## config.mk

```make
export PLATFORM = sky130hd
export DESIGN_NAME = fifo_drain_framer_flat
export DESIGN_NICKNAME = d
export VERILOG_FILES = /design/src/rtl/fifo_drain_framer_if.sv /design/src/rtl/fifo_drain_framer.sv /design/src/flat_wrapper.sv
export SDC_FILE = /design/constraint.sdc
export NUM_CORES = 1
export LEC_CHECK = 0
export BUFFER_PORTS_ARGS = -buffer_cell sky130_fd_sc_hd__buf_4
export CORE_UTILIZATION = 45
export DETAILED_ROUTE_END_ITERATION = 16
export GPL_ROUTABILITY_DRIVEN = 0
export GPL_TIMING_DRIVEN = 0
export PLACE_DENSITY = 0.68
export SLEW_MARGIN = 40
export SYNTH_ARGS = -nofsm -noshare
export SYNTH_HDL_FRONTEND = slang
export SYNTH_SLANG_ARGS = --single-unit
```

## constraint.sdc

```tcl
create_clock -name clk -period 5.3 [get_ports clk]
set_input_delay 0.795 -clock clk [delete_from_list [all_inputs] [get_ports clk]]
set_output_delay 0.795 -clock clk [all_outputs]
set_load 0.01 [all_outputs]
```

## src/rtl/fifo_drain_framer_if.sv

```systemverilog
// Read port of the upstream FIFO plus the framed valid/ready stream, bundled
// so the framer and its environment connect through one port.
interface fifo_drain_framer_if #(
  parameter int BUS_WIDTH = 8
);
  logic                 fifo_empty;
  logic                 fifo_rd_en;
  logic [BUS_WIDTH-1:0] fifo_bus_out;
  logic                 fifo_valid;
  logic [BUS_WIDTH-1:0] m_data;
  logic                 m_valid;
  logic                 m_ready;
  logic                 m_sof;
  logic                 m_eof;

  modport master (
    input  fifo_empty, fifo_bus_out, fifo_valid, m_ready,
    output fifo_rd_en, m_data, m_valid, m_sof, m_eof
  );

  modport slave (
    output fifo_empty, fifo_bus_out, fifo_valid, m_ready,
    input  fifo_rd_en, m_data, m_valid, m_sof, m_eof
  );
endinterface

```

## src/rtl/fifo_drain_framer.sv

```systemverilog
// Drains a 1-cycle-latency FIFO into a small prefetch buffer and emits
// header / FRAME_LEN payload / XOR-checksum trailer frames on a valid/ready port.
module fifo_drain_framer #(
  parameter int BUS_WIDTH      = 8,
  parameter int FRAME_LEN      = 4,
  parameter int PREFETCH_DEPTH = 2
) (
  input  logic                  clk,
  input  logic                  rst,
  fifo_drain_framer_if.master   bus,
  output logic [15:0]           frame_count
);
  localparam int PTR_W  = $clog2(PREFETCH_DEPTH);
  localparam int CNT_W  = $clog2(PREFETCH_DEPTH + 1);
  localparam int BEAT_W = $clog2(FRAME_LEN + 1);
  localparam logic [BEAT_W-1:0] LAST_BEAT = BEAT_W'(FRAME_LEN - 1);

  // states: IDLE wait for payload | HEADER seq word | PAYLOAD buffered words | TRAILER checksum
  typedef enum logic [1:0] {IDLE, HEADER, PAYLOAD, TRAILER} state_t;

  state_t               state;
  logic [BUS_WIDTH-1:0] buf_mem [PREFETCH_DEPTH];
  logic [PTR_W-1:0]     rd_ptr, wr_ptr, rd_ptr_next;
  logic [CNT_W-1:0]     buf_count, buf_count_next, remaining;
  logic [CNT_W:0]       occupancy;
  logic                 inflight;
  logic                 push, pop, beat;
  logic                 buf_nonempty, next_nonempty;
  logic [BUS_WIDTH-1:0] head_next;
  logic [BUS_WIDTH-1:0] seq, checksum;
  logic [BEAT_W-1:0]    beat_cnt;

  function automatic logic [PTR_W-1:0] ptr_inc(input logic [PTR_W-1:0] p);
    return (p == PTR_W'(PREFETCH_DEPTH - 1)) ? '0 : p + 1'b1;
  endfunction

  // Requests in flight count against capacity, so the buffer can never overflow.
  assign occupancy      = {1'b0, buf_count} + {{CNT_W{1'b0}}, inflight};
  assign bus.fifo_rd_en = !bus.fifo_empty && !rst &&
                          (occupancy < (CNT_W+1)'(PREFETCH_DEPTH));
  assign push           = bus.fifo_valid && inflight;
  assign beat           = bus.m_valid && bus.m_ready;
  assign pop            = (state == PAYLOAD) && beat;
  assign buf_nonempty   = (buf_count != '0);

  always_comb begin
    buf_count_next = buf_count;
    case ({push, pop})
      2'b10:   buf_count_next = buf_count + CNT_W'(1);
      2'b01:   buf_count_next = buf_count - CNT_W'(1);
      default: buf_count_next = buf_count;
    endcase
  end

  // Head after this edge: an older entry if one survives the pop, else the word being pushed.
  assign rd_ptr_next   = pop ? ptr_inc(rd_ptr) : rd_ptr;
  assign remaining     = buf_count - {{(CNT_W-1){1'b0}}, pop};
  assign next_nonempty = (buf_count_next != '0);
  assign head_next     = (remaining != '0) ? buf_mem[rd_ptr_next] : bus.fifo_bus_out;

  always_ff @(posedge clk) begin
    if (push) buf_mem[wr_ptr] <= bus.fifo_bus_out;
  end

  always_ff @(posedge clk or posedge rst) begin
    if (rst) begin
      rd_ptr    <= '0;
      wr_ptr    <= '0;
      buf_count <= '0;
      inflight  <= 1'b0;
    end else begin
      inflight  <= bus.fifo_rd_en;
      buf_count <= buf_count_next;
      if (push) wr_ptr <= ptr_inc(wr_ptr);
      if (pop)  rd_ptr <= ptr_inc(rd_ptr);
    end
  end

  always_ff @(posedge clk or posedge rst) begin
    if (rst) begin
      state       <= IDLE;
      seq         <= '0;
      checksum    <= '0;
      beat_cnt    <= '0;
      frame_count <= '0;
      bus.m_valid <= 1'b0;
      bus.m_data  <= '0;
      bus.m_sof   <= 1'b0;
      bus.m_eof   <= 1'b0;
    end else begin
      case (state)
        IDLE: begin
          if (buf_nonempty) begin
            state       <= HEADER;
            bus.m_valid <= 1'b1;
            bus.m_sof   <= 1'b1;
            bus.m_data  <= seq;
          end
        end
        HEADER: begin
          if (beat) begin
            state       <= PAYLOAD;
            checksum    <= '0;
            beat_cnt    <= '0;
            bus.m_sof   <= 1'b0;
            bus.m_valid <= next_nonempty;
            bus.m_data  <= next_nonempty ? head_next : '0;
          end
        end
        PAYLOAD: begin
          if (beat && beat_cnt == LAST_BEAT) begin
            state       <= TRAILER;
            checksum    <= checksum ^ bus.m_data;
            beat_cnt    <= beat_cnt + 1'b1;
            bus.m_valid <= 1'b1;
            bus.m_eof   <= 1'b1;
            bus.m_data  <= checksum ^ bus.m_data;
          end else begin
            if (beat) begin
              checksum <= checksum ^ bus.m_data;
              beat_cnt <= beat_cnt + 1'b1;
            end
            bus.m_valid <= next_nonempty;
            bus.m_data  <= next_nonempty ? head_next : '0;
          end
        end
        TRAILER: begin
          if (beat) begin
            seq         <= seq + 1'b1;
            frame_count <= frame_count + 16'd1;
            bus.m_eof   <= 1'b0;
            if (next_nonempty) begin
              state       <= HEADER;
              bus.m_valid <= 1'b1;
              bus.m_sof   <= 1'b1;
              bus.m_data  <= seq + 1'b1;
            end else begin
              state       <= IDLE;
              bus.m_valid <= 1'b0;
              bus.m_data  <= '0;
            end
          end
        end
        default: state <= IDLE;
      endcase
    end
  end
endmodule

```

## src/flat_wrapper.sv

```systemverilog
// flat-port wrapper written by rule: the top's interface ports become plain ports
module fifo_drain_framer_flat 
#(
  parameter int BUS_WIDTH      = 8,
  parameter int FRAME_LEN      = 4,
  parameter int PREFETCH_DEPTH = 2
)
  (clk, rst, frame_count, bus_fifo_empty, bus_fifo_bus_out, bus_fifo_valid, bus_m_ready, bus_fifo_rd_en, bus_m_data, bus_m_valid, bus_m_sof, bus_m_eof);
  fifo_drain_framer_if #(.BUS_WIDTH(BUS_WIDTH)) bus_i ();
  input  logic clk;
  input  logic rst;
  output logic [15:0] frame_count;
  input wire logic [$bits(bus_i.fifo_empty)-1:0] bus_fifo_empty;
  input wire logic [$bits(bus_i.fifo_bus_out)-1:0] bus_fifo_bus_out;
  input wire logic [$bits(bus_i.fifo_valid)-1:0] bus_fifo_valid;
  input wire logic [$bits(bus_i.m_ready)-1:0] bus_m_ready;
  output wire logic [$bits(bus_i.fifo_rd_en)-1:0] bus_fifo_rd_en;
  output wire logic [$bits(bus_i.m_data)-1:0] bus_m_data;
  output wire logic [$bits(bus_i.m_valid)-1:0] bus_m_valid;
  output wire logic [$bits(bus_i.m_sof)-1:0] bus_m_sof;
  output wire logic [$bits(bus_i.m_eof)-1:0] bus_m_eof;
  assign bus_i.fifo_empty = bus_fifo_empty;
  assign bus_i.fifo_bus_out = bus_fifo_bus_out;
  assign bus_i.fifo_valid = bus_fifo_valid;
  assign bus_i.m_ready = bus_m_ready;
  assign bus_fifo_rd_en = bus_i.fifo_rd_en;
  assign bus_m_data = bus_i.m_data;
  assign bus_m_valid = bus_i.m_valid;
  assign bus_m_sof = bus_i.m_sof;
  assign bus_m_eof = bus_i.m_eof;
  fifo_drain_framer #(.BUS_WIDTH(BUS_WIDTH), .FRAME_LEN(FRAME_LEN), .PREFETCH_DEPTH(PREFETCH_DEPTH)) u_core (.clk(clk), .rst(rst), .bus(bus_i), .frame_count(frame_count));
endmodule
```

[Word-level counts from Yosys, hierarchy flattened]
Memories as Yosys holds them, arrays and structs flattened.
Cells that the tools add are included.
Storage, ports and cells
  register bits after elaboration: 53
  input bits: 13
  memories kept: 1
  bits in writable memories: 16
Operators by class
  add/sub/neg operators: 9
  mux-type cells: 40
  $lt $le $gt $ge: 1
  reductions and logical operators: 21
  equality and inequality tests: 12
  bitwise gates (word level): 1
Memories
  u_core.buf_mem: depth 2, bits a word 8, rd ports 1, clocked after memory_dff 0, write ports 1, RTL line fifo_drain_framer.sv:22  | logic [BUS_WIDTH-1:0] buf_mem [PREFETCH_DEPTH];
Operators by type and width (number)
  $mux W8: 10
  $pmux W8 S4: 1
  $add A16 B1 Y16 const B: 1
  $pmux W8 S2: 1
  $mux W1: 15
  $reduce_bool A2 Y1: 5
  $mux W3: 3
  $reduce_and A3 Y1: 3
  $add A8 B1 Y8 const B: 1
  $mux W2: 4
  $ne A2 B1 Y1 const B: 4
  $pmux W2 S4: 1
  $xor A8 B8 Y8: 1
  $eq A2 B2 Y1 const B: 3
  $logic_and A1 B1 Y1: 6
  $pmux W3 S2: 1
  $reduce_and A5 Y1: 1
  $eq A2 B1 Y1 const B: 2
  $pmux W1 S4: 1
  $pmux W2 S2: 1
  $reduce_and A4 Y1: 1
  $add A2 B1 Y3: 1
  $add A3 B1 Y3 const B: 1
  $eq A3 B2 Y1 const B: 1
  other kinds (13): 15

[Longest topological paths before layout]
  word-level depth: 8
  mapped depth: 13
  mapped depth without buffers: 10

[Worst setup path before layout]
Ideal clock, no wire load.
  kind: register to register
  from: reg u_core.state[0]
  to: reg u_core.bus.m_data[0]
  library setup time: 0.094 ns
  clock period less this slack: 2.762 ns
  data required time: 5.206 ns
  path buffers: 3
  stages on the path, launching flop included: 14
  setup slack: 2.538 ns
  arrival: 2.668 ns
  path through: dfrtp_1 inv_1 ha_1 buf_2 nand3_2 inv_4 clkbuf_1 ha_1 xnor2_2 o22ai_2 or2_1 buf_2 a311o_1 a221oi_2
On the way
  word-level cells in the longest chain between the ends: 8
RTL lines
  start, declared: RTL line fifo_drain_framer.sv:21  | state_t state;
  start signal, assigned: RTL line fifo_drain_framer.sv:81  | state <= IDLE;
  start signal, assigned: RTL line fifo_drain_framer.sv:94  | state <= HEADER;
  start signal, assigned: RTL line fifo_drain_framer.sv:102  | state <= PAYLOAD;
  $eq A2 B2 Y1: RTL line fifo_drain_framer.sv:43, fifo_drain_framer.sv:91
  $logic_and A1 B1 Y1: RTL line fifo_drain_framer.sv:43  | assign pop = (state == PAYLOAD) && beat;
  $sub A2 B1 Y2 (tied with other cells): RTL line fifo_drain_framer.sv:57  | assign remaining = buf_count - {{(CNT_W-1){1'b0}}, pop};
  $reduce_bool A2 Y1 (tied with other cells): RTL line fifo_drain_framer.sv:59  | assign head_next = (remaining != '0) ? buf_mem[rd_ptr_next] : bus.fifo_bus_out;
  $mux W8 or $reduce_bool A2 Y1 (tied branches): RTL line fifo_drain_framer.sv:59, fifo_drain_framer.sv:58
  $mux W8 (on tied branches): RTL line fifo_drain_framer.sv:107, fifo_drain_framer.sv:124, fifo_drain_framer.sv:132
  $mux W8 (on tied branches): RTL line fifo_drain_framer.sv:111, fifo_drain_framer.sv:101, fifo_drain_framer.sv:128
  $pmux W8 S4: RTL line fifo_drain_framer.sv:91  | case (state)
  end signal, assigned: RTL line fifo_drain_framer.sv:97  | bus.m_data <= seq;
  end signal, assigned: RTL line fifo_drain_framer.sv:107  | bus.m_data <= next_nonempty ? head_next : '0;
  end signal, assigned: RTL line fifo_drain_framer.sv:124  | bus.m_data <= next_nonempty ? head_next : '0;
  end, declared: RTL line fifo_drain_framer_if.sv:18  | output fifo_rd_en, m_data, m_valid, m_sof, m_eof
Parallel ways exist; a longest one is shown, timed or not. The select of a mux whose other input is x is not followed.
A chain may end at the register's enable or synchronous reset.

[Worst setup path in the final report]
  from: reg u_core.state[0]
  to: reg u_core.bus.m_data[1]
The elaborated chain is that of the path after synthesis.

==> reports/metrics.cfg <==
[placement]
dpl_cell_area_mm2=0.00393
hpwl_mm=5.37
dp.cells=471
io_buffers=40
post-place-ws_ns=1.89

[clocking]
ctsHoldBuffers=0
clkTransAtPathRegs_ns=0.07
root_buffer=clkbuf_8
numCtsBuffers=9
clk_latency_ns=0.34
ctsLongestPathBuffers=2
cts_tree=done
post_cts_buffers=0
post_cts_resize_count=0
cts_sinks=69
cts.htree.levels=3

[floorplan]
core_area_mm2=0.00737
io_pins=41
rows=31
die_area_mm2=0.00811
die_w_um=90.0
start_util_pct=47.3
fp.dieH_um=90.0

[route]
num_vias=2622
drc=0
drt_iter0_markers=153
avgViaCountPerCell=5.38
routed_wirelength_mm=7.47
drtAntennaViolNets=0
firstDrtPassIters=4
avgRoutedWirePerCell_um=15.3

[synth]
synth_edf_count=16
async_reset_ff_share_pct=76.8
synth_compound_area_share_pct=14.2
ys_ff_latch=69
syn_area_mm2=0.00349
yosys-top-cells-area=dfrtp_1 38%, edfxtp_1 14%, xor2_1 5.3%
netlist.area_leader.share_pct=38.0
synth_top_cells_by_count=53 x dfrtp_1, 45 x nand2_1, 38 x nor2_1
synth_fp_nets=353
synth-seq-area-share_pct=51.8
ys.warnings.count=0
avgSynthCellArea_um2=10.5
synth_cell_types=45
ys.flop_type=dfrtp_1
synth_area_leader_cell=dfrtp_1
synthAdderAreaFrac_pct=3.23
synth_xor_area_share_pct=11.1
synthMuxAreaShare_pct=1.36
syn_inst=331
synth_most_common_cell=dfrtp_1
yosys.area_share.simple_pct=15.2
synth_top_family_by_area=simple AND/OR/NAND/NOR gates

[setup_path]
worstPathArrival_ns=3.60
cp_data_required_time_ns=5.53
cp_max_fo=10
start_kind=register
crit_type=reg -> reg
cp-end-kind=register

[cells_and_area]
post-route-util_pct=55.5
area_growth_pct=17.3
final_cells=487
n_fill_cell=690
diodes=0
final_area_mm2=0.00409
layout.nets=405
drive_above_1_share_pct=19.6

[global_routing]
first_global_vias=2680
grt_first_pass_wirelength_mm=12.9
grt_use_total_pct=20.3
grt_max_degree=30
antenna_found_initial=0
grt.overflow.total=0

[timing]
rsz0062_at_grt=no
setup-violations-final=0
max_freq_mhz=297
timing.hold.ws_ns=0.432
relSlewSlack_pct=50.8
finalClockSkew_ns=0.00617
final.setup.worst_slack_ns=1.93
drv_slew=0
min_period_ns=3.37
hold_viol=0
tns_ns=0
fin_crit_sh_pct=63.6
tightestPinTransition_ns=0.735

[power_and_ir_drop]
peakVddDrop_mv=0.162
p_leak_nw=1.93
power_density_mw_per_mm2=282
total_power_mw=1.15

[outcome]
status=complete, no violations

[hold_path]
hp-class=in -> async

[run]
max_cap_violations=0

## routing by layer
layer | track usage [%] | part of all wire [%]
met1 | 27.0 | 46
met2 | 32.1 | 48
met3 | 3.55 | 3.6
met4 | 10.2 | 2.3
met5 | 0 | 0
## kinds of logic after synthesis
family,after synthesis
XOR/XNOR,41
multiplexers,4
AO/OA/AOI/OAI,66
AND/OR/NAND/NOR,120
adder cells (fa/ha/maj),9
buffers and inverters,22
flip-flops,69
## layout make-up
class                   count  area (um^2)  share of cell area [%]
plain buffers              12         65.1                    1.59
clock buffers              10          128                    3.12
clock inverters             6         30.0                   0.734
inverters                  10         47.5                    1.16
multi-input cells         240         1570                    38.4
flip-flops and latches     69         1810                    44.2
well taps                  99          124                    3.03
repair buffers             41          320                    7.83
## where the power goes
| group | leakage (nW) | internal, mW | switching (mW) | total (mW) |
|---|---|---|---|---|
| Sequential | 0.862 | 0.564 | 0.0139 | 0.578 |
| Clock | 0.0809 | 0.164 | 0.193 | 0.357 |
| Combinational | 0.990 | 0.100 | 0.117 | 0.217 |
## flip-flops by register name, indices dropped and copies added (netlist names)
register,cells
u_core.rd_ptr,1
u_core.state,2
u_core.inflight,1
u_core.wr_ptr,1
u_core.seq,8
u_core.buf_mem,16
u_core.beat_cnt,3
u_core.checksum,8
u_core.bus.m_eof,1
u_core.buf_count,2
u_core.bus.m_valid,1
u_core.frame_count,16
u_core.bus.m_data,8
u_core.bus.m_sof,1
## worst max-delay path, stage by stage (launching register included)
cell	delay, ns
dfrtp_1	0.43
inv_1	0.10
ha_1	0.14
buf_2	0.19
nand3_2	0.13
inv_4	0.12
clkbuf_1	0.45
ha_1	0.34
xnor2_2	0.13
o22ai_2	0.16
nor2_1	0.55
a221oi_1	0.21
a221oi_1	0.30
## cells in the final DEF, fill, tap and decap left out, drive strengths merged, types with 5 or more instances in the layout
cell    synthesis  layout
nand2          45      45
inv             9       9
buf             8      49
a21oi           7       7
and3            6       6
a221oi         12      12
nand4           5       5
dfrtp          53      53
nand3          11      11
o22ai           9       9
clkbuf          4      14
a311o           8       8
clkinv          1       6
nor2           38      38
o21ai          19      19
xor2           21      21
edfxtp         16      16
ha              9       9
xnor2          20      20
## final timing paths
kind | from | end | slack, ns | depth (start not counted)
max in group asynchronous | rst | u_core.frame_count[11] | 4.40 | 3
min in group clk | u_core.frame_count[15] | u_core.frame_count[15] | 0.47 | 1
worst max-delay path | u_core.state[0] | u_core.bus.m_data[1] | 1.93 | 12
worst min register to register | u_core.frame_count[15] | u_core.frame_count[15] | 0.47 | 1
worst min-delay path | rst | u_core.inflight | 0.43 | 2
worst max register to register | u_core.state[0] | u_core.bus.m_data[1] | 1.93 | 12
(Power assumes the default switching activity.)
